[config.mk]
export PLATFORM = sky130hd
export DESIGN_NAME = clock_mode_ctrl
export DESIGN_NICKNAME = d
export VERILOG_FILES = /design/src/rtl/clock_mode_ctrl.sv
export SDC_FILE = /design/constraint.sdc
export NUM_CORES = 1
export LEC_CHECK = 0
export BUFFER_PORTS_ARGS = -buffer_cell sky130_fd_sc_hd__buf_4
export CELL_PAD_IN_SITES_DETAIL_PLACEMENT = 1
export CELL_PAD_IN_SITES_GLOBAL_PLACEMENT = 1
export CORE_MARGIN = 1.5
export CORE_UTILIZATION = 24
export DETAILED_ROUTE_END_ITERATION = 6
export PLACE_DENSITY = 0.54
export SLEW_MARGIN = 20
export SYNTH_ARGS = -nofsm -noshare
export SYNTH_HDL_FRONTEND = slang
export SYNTH_SLANG_ARGS = --single-unit
[constraint.sdc]
create_clock -name clk -period 2.2 [get_ports clk]
set_input_delay 0.66 -clock clk [delete_from_list [all_inputs] [get_ports clk]]
set_output_delay 0.66 -clock clk [all_outputs]
set_load 0.03 [all_outputs]
[src/rtl/clock_mode_ctrl.sv]
// Mode sequencer for the digital clock: turns debounced button pulses into the
// display/edit state, edit strobes, timer strobes, ring cancel and alarm-slot select.
module clock_mode_ctrl #(
  parameter int EDIT_TIMEOUT_S = 10,
  parameter int NUM_ALARMS     = 4
) (
  input  logic       clk,
  input  logic       rst_n,
  input  logic       i_sec_tick,
  input  logic       i_mode_btn,
  input  logic       i_set_btn,
  input  logic       i_up_btn,
  input  logic       i_down_btn,
  input  logic       i_ring_in,
  output logic [3:0] o_state,
  output logic       o_editing,
  output logic       o_inc_pulse,
  output logic       o_dec_pulse,
  output logic       o_play_pulse,
  output logic       o_stop_pulse,
  output logic       o_cancel_pulse,
  output logic [1:0] o_alarm_sel
);

  typedef enum logic [3:0] {
    TIME_DISP         = 4'd0,
    DATE_DISP         = 4'd1,
    TIME_EDIT_SECOND  = 4'd2,
    TIME_EDIT_MINUTE  = 4'd3,
    TIME_EDIT_HOUR    = 4'd4,
    TIME_EDIT_DAY     = 4'd5,
    TIME_EDIT_MONTH   = 4'd6,
    TIME_EDIT_YEAR    = 4'd7,
    ALARM_DISP        = 4'd8,
    ALARM_EDIT_SECOND = 4'd9,
    ALARM_EDIT_MINUTE = 4'd10,
    ALARM_EDIT_HOUR   = 4'd11,
    TIMER_DISP        = 4'd12,
    TIMER_EDIT_SECOND = 4'd13,
    TIMER_EDIT_MINUTE = 4'd14,
    TIMER_EDIT_HOUR   = 4'd15
  } state_t;

  localparam logic [7:0] TIMEOUT    = 8'(EDIT_TIMEOUT_S);
  localparam logic [1:0] LAST_ALARM = 2'(NUM_ALARMS - 1);

  state_t     r_state, w_state_nxt;
  logic [7:0] r_count, w_count_nxt;
  logic [1:0] r_alarm_sel, w_alarm_sel_nxt;
  logic       r_editing, w_editing_nxt;
  logic       r_inc, w_inc;
  logic       r_dec, w_dec;
  logic       r_play, w_play;
  logic       r_stop, w_stop;
  logic       r_cancel, w_cancel;

  logic w_set, w_mode, w_up, w_down, w_any;

  // Fixed priority set > mode > up > down; losers are simply dropped.
  assign w_set  = i_set_btn;
  assign w_mode = i_mode_btn & ~i_set_btn;
  assign w_up   = i_up_btn & ~i_set_btn & ~i_mode_btn;
  assign w_down = i_down_btn & ~i_set_btn & ~i_mode_btn & ~i_up_btn;
  assign w_any  = i_set_btn | i_mode_btn | i_up_btn | i_down_btn;

  function automatic logic isEdit(input state_t s);
    return !((s == TIME_DISP) || (s == DATE_DISP) || (s == ALARM_DISP) || (s == TIMER_DISP));
  endfunction

  function automatic state_t parentOf(input state_t s);
    case (s[3:2])
      2'b11:   return TIMER_DISP;
      2'b10:   return ALARM_DISP;
      default: return TIME_DISP;
    endcase
  endfunction

  always_comb begin
    w_state_nxt     = r_state;
    w_count_nxt     = r_count;
    w_alarm_sel_nxt = r_alarm_sel;
    w_inc           = 1'b0;
    w_dec           = 1'b0;
    w_play          = 1'b0;
    w_stop          = 1'b0;
    w_cancel        = 1'b0;

    if (w_any) begin
      w_count_nxt = '0;
      if (i_ring_in) begin
        // While ringing, any button only acknowledges the ring.
        w_cancel = 1'b1;
      end else if (w_set) begin
        case (r_state)
          TIME_DISP:         w_state_nxt = TIME_EDIT_SECOND;
          DATE_DISP:         w_state_nxt = TIME_EDIT_DAY;
          ALARM_DISP:        w_state_nxt = ALARM_EDIT_SECOND;
          TIMER_DISP:        w_state_nxt = TIMER_EDIT_SECOND;
          TIME_EDIT_SECOND:  w_state_nxt = TIME_EDIT_MINUTE;
          TIME_EDIT_MINUTE:  w_state_nxt = TIME_EDIT_HOUR;
          TIME_EDIT_HOUR:    w_state_nxt = TIME_DISP;
          TIME_EDIT_DAY:     w_state_nxt = TIME_EDIT_MONTH;
          TIME_EDIT_MONTH:   w_state_nxt = TIME_EDIT_YEAR;
          TIME_EDIT_YEAR:    w_state_nxt = TIME_DISP;
          ALARM_EDIT_SECOND: w_state_nxt = ALARM_EDIT_MINUTE;
          ALARM_EDIT_MINUTE: w_state_nxt = ALARM_EDIT_HOUR;
          ALARM_EDIT_HOUR:   w_state_nxt = ALARM_DISP;
          TIMER_EDIT_SECOND: w_state_nxt = TIMER_EDIT_MINUTE;
          TIMER_EDIT_MINUTE: w_state_nxt = TIMER_EDIT_HOUR;
          TIMER_EDIT_HOUR:   w_state_nxt = TIMER_DISP;
          default:           w_state_nxt = r_state;
        endcase
      end else if (w_mode) begin
        case (r_state)
          TIME_DISP:  w_state_nxt = DATE_DISP;
          DATE_DISP:  w_state_nxt = ALARM_DISP;
          ALARM_DISP: w_state_nxt = TIMER_DISP;
          TIMER_DISP: w_state_nxt = TIME_DISP;
          default:    w_state_nxt = r_state;
        endcase
      end else if (r_editing) begin
        w_inc = w_up;
        w_dec = w_down;
      end else if (r_state == ALARM_DISP) begin
        if (w_up) begin
          w_alarm_sel_nxt = (r_alarm_sel == LAST_ALARM) ? 2'd0 : r_alarm_sel + 2'd1;
        end else begin
          w_alarm_sel_nxt = (r_alarm_sel == 2'd0) ? LAST_ALARM : r_alarm_sel - 2'd1;
        end
      end else if (r_state == TIMER_DISP) begin
        w_play = w_up;
        w_stop = w_down;
      end
    end else if (r_editing && (r_count == TIMEOUT)) begin
      w_state_nxt = parentOf(r_state);
      w_count_nxt = '0;
    end else if (r_editing && i_sec_tick) begin
      w_count_nxt = r_count + 8'd1;
    end
  end

  assign w_editing_nxt = isEdit(w_state_nxt);

  always_ff @(posedge clk or negedge rst_n) begin
    if (!rst_n) begin
      r_state     <= TIME_DISP;
      r_count     <= '0;
      r_alarm_sel <= '0;
      r_editing   <= 1'b0;
      r_inc       <= 1'b0;
      r_dec       <= 1'b0;
      r_play      <= 1'b0;
      r_stop      <= 1'b0;
      r_cancel    <= 1'b0;
    end else begin
      r_state     <= w_state_nxt;
      r_count     <= w_count_nxt;
      r_alarm_sel <= w_alarm_sel_nxt;
      r_editing   <= w_editing_nxt;
      r_inc       <= w_inc;
      r_dec       <= w_dec;
      r_play      <= w_play;
      r_stop      <= w_stop;
      r_cancel    <= w_cancel;
    end
  end

  assign o_state        = r_state;
  assign o_editing      = r_editing;
  assign o_inc_pulse    = r_inc;
  assign o_dec_pulse    = r_dec;
  assign o_play_pulse   = r_play;
  assign o_stop_pulse   = r_stop;
  assign o_cancel_pulse = r_cancel;
  assign o_alarm_sel    = r_alarm_sel;

endmodule
==> impl_metrics.py <==
metrics = {
    "clock_network": {
        "numCtsBuffers": 3,
        "cts_hold_buf": 0,
        "cts_setup_buffers": 0,
        "cts_tree": "built",
        "htreeDepth": 1,
        "path_clk_slew_ps": 70,
        "cts-resized-gates": 0,
        "clock_sinks": 20,
        "clock_latency_ps": 250,
        "cts_root_buf": "clkbuf_8",
        "cts_max_path_buffers": 2,
    },
    "placed_design": {
        "pre_cts_slack_ps": 84.2,
        "dp_hpwl_microns": 2190,
        "port_buffers": 19,
        "gp_congestion": 0.803,
    },
    "hold_path": {
        "hold_class": "in -> async",
    },
    "synthesis": {
        "syn_avg_cell_area_sq_um": 10.1,
        "synthSimpleGateAreaFrac_pct": 23.8,
        "ys_ff_latch": 20,
        "ys_warn_count": 0,
        "syn_area_sq_mm": 0.00121,
        "synthAdderAreaFrac_pct": 7.26,
        "synth_ff_type": "dfrtp_1",
        "yosysSeqAreaShare_pct": 41.5,
        "syn_nets": 134,
        "synthMuxAreaShare_pct": 2.59,
        "syn-instance-count": 119,
        "synth_top_family_by_area": "simple AND/OR/NAND/NOR gates",
        "synth_compound_area_share_pct": 13.5,
        "synth_edf_count": 0,
        "async_flop_share_pct": 100,
        "synth-xor-area-share_pct": 5.81,
        "synth_cell_types": 44,
    },
    "routing": {
        "wirelength_microns": 2800,
        "dr_wl_met3_microns": 77,
        "post_drt_wl_per_cell_microns": 13.6,
        "wl_met2_microns": 1320,
        "avgViaCountPerCell": 4.49,
        "topRoutingLayerUsed": "met4",
        "num_vias": 924,
        "drc_errors": 0,
        "antenna_left": 0,
        "firstDrtPassIters": 2,
        "drtIter0Drc": 58,
        "wl_met1_microns": 1390,
    },
    "worst_setup_path": {
        "crit_required_ps": 2350,
        "crit_chain": "inv_1 -> ha_1 -> and3b_2 -> mux2_2 -> a221oi_1 -> o211ai_1 -> a21o_1",
        "slowest_delay_ps": 420,
        "endpoint_kind": "register",
        "crit_buf_inv": 1,
        "cp-start-kind": "register",
        "crit_fanout": 4,
        "crit_family": "compound AO/OA/AOI/OAI gates",
        "worstPathArrival_ps": 2200,
        "critical_path_class": "reg -> reg",
        "cp_slowest_cell": "dfrtp_1",
    },
    "sta": {
        "relSlewSlack_pct": 71.8,
        "worst_pin_slew_ps": 417,
        "skew_ps": 0.928,
        "hold_violations": 0,
        "rsz0062_at_grt": "no",
        "fin_crit_sh_pct": 93.2,
        "drv_slew": 0,
        "setup_viol": 0,
        "fmax_mhz": 488,
        "fin_ws_ps": 149,
        "tns_ps": 0,
        "fin_crit_ps": 2050,
    },
    "grt": {
        "grt_pass1_vias": 1046,
        "overflow": 0,
        "grt_max_degree": 21,
        "antenna_found_initial": 0,
        "track_usage_pct": 11.9,
        "grt_pass1_wl_microns": 4920,
    },
    "floorplan": {
        "initial_core_util_pct": 25.2,
        "core.rowCount": 25,
        "die_width_microns": 73.9,
        "core_sq_mm": 0.00479,
        "chipHeight_microns": 73.9,
        "io_pins": 20,
        "die_area_sq_mm": 0.00546,
    },
    "final_layout": {
        "nets": 156,
        "drive_gt1_share_pct": 26.6,
        "n_fill_cell": 562,
        "syn2layout_area_growth_pct": 21.0,
        "antenna_cells": 0,
    },
    "power_and_ir_drop": {
        "p_leak_uw": 0.000660,
        "power_density_mw_per_mm2": 1020,
        "peakVddDrop_mv": 0.441,
    },
    "status": {
        "status": "finished, final reports clean",
    },
    "flow_run": {
        "cap_viol_max_count": 0,
    },
}
-- worst register-to-register path, stage by stage (launching register included) --
cell and delay [ps]:
dfrtp_1 420, inv_1 90, ha_1 230, and3b_2 250
mux2_2 340, a221oi_1 290, o211ai_1 120, a21o_1 210
-- report_power, final --
part | switching, uW | total [uW] | internal, uW
combinational | 399 | 710 | 312
clock | 121 | 243 | 122
sequential | 107 | 538 | 431
-- layer usage --
| layer | global-route usage (%) | vias up |
|---|---|---|
| met5 | 0 | - |
| met4 | 4.94 | 0 |
| met3 | 1.10 | 2 |
| met2 | 19.6 | 16 |
| met1 | 15.9 | 449 |
| li1 | - | 457 |
-- area by class of cell --
| class | instances | area (sq um) | area share (%) |
|---|---|---|---|
| clock buffer | 3 | 41.3 | 2.83 |
| inverter | 8 | 30.0 | 2.06 |
| multi-input combinational | 86 | 638 | 43.7 |
| sequential | 20 | 500 | 34.3 |
| tap | 67 | 83.8 | 5.75 |
| timing repair buffer | 22 | 165 | 11.3 |
-- worst paths after layout --
check                            from    endpoint  slack, ps  depth (start not counted)
min in group clk           r_count[4]  r_count[4]        570                          2
min reg2reg                r_count[4]  r_count[4]        570                          2
max in group asynchronous       rst_n  o_state[2]       1710                          1
max                        o_state[1]   o_editing        150                          7
min                             rst_n  r_count[6]        280                          1
max reg2reg                o_state[1]   o_editing        150                          7
-- cell families (layout without fill, tap and decap cells) --
group / after synthesis / in the layout
XOR/XNOR: 8 / 8
AO/OA/AOI/OAI: 20 / 20
multiplexers: 3 / 3
adder cells (fa/ha/maj): 7 / 7
flip-flops: 20 / 20
AND/OR/NAND/NOR: 48 / 48
buffers and inverters: 13 / 33
-- synth_stat cells (2+ instances only) --
cell type   n  share of area (%)
nand3b_1    2                1.2
ha_1        7                7.3
nand3_1     4                1.7
clkbuf_1    2               0.62
a22o_2      3                2.5
o21ai_0     2               0.83
dfrtp_1    20                 41
inv_1       8                2.5
mux2i_1     2                1.7
nand4_1     3                1.6
and2_1      2                1.0
xor2_1      6                4.4
a21oi_1     5                2.1
xnor2_1     2                1.5
and2b_2     2                1.5
nand2_1     4                1.2
nor2_1     18                5.6
-- stage by stage --
stage	util [%]	hold WS [ps]	area, sq um	instances	power, uW
after CTS	30.5	278	1460	206	1520
after global placement	29.6	527	1420	203	1240
after detailed placement	29.6	553	1420	203	1270
after floorplan	-	364	1210	119	1030
after global routing	30.5	283	1460	206	1600
final	30.5	276	1460	206	1490
-- state kept, by name, indices dropped and copies added (netlist names) --
signal and count:
o_state 4, o_alarm_sel 2, o_editing 1, r_count 8, o_play_pulse 1, o_cancel_pulse 1
o_inc_pulse 1, o_dec_pulse 1, o_stop_pulse 1
-- cell usage in the layout (no fill, tap or decap), types with 2 or more instances in the layout --
cell      synthesis  layout
o21ai_0           2       2
nand3_1           4       4
dfrtp_1          20      20
and2b_2           2       2
mux2i_1           2       2
nand3b_1          2       2
and2_1            2       2
inv_1             8       8
buf_4             0      22
clkbuf_8          1       3
ha_1              7       7
nand4_1           3       3
nand2_1           4       4
xnor2_1           2       2
nor2_1           18      18
a21oi_1           5       5
a22o_2            3       3
xor2_1            6       6
Power figures use the tool's default switching activity.
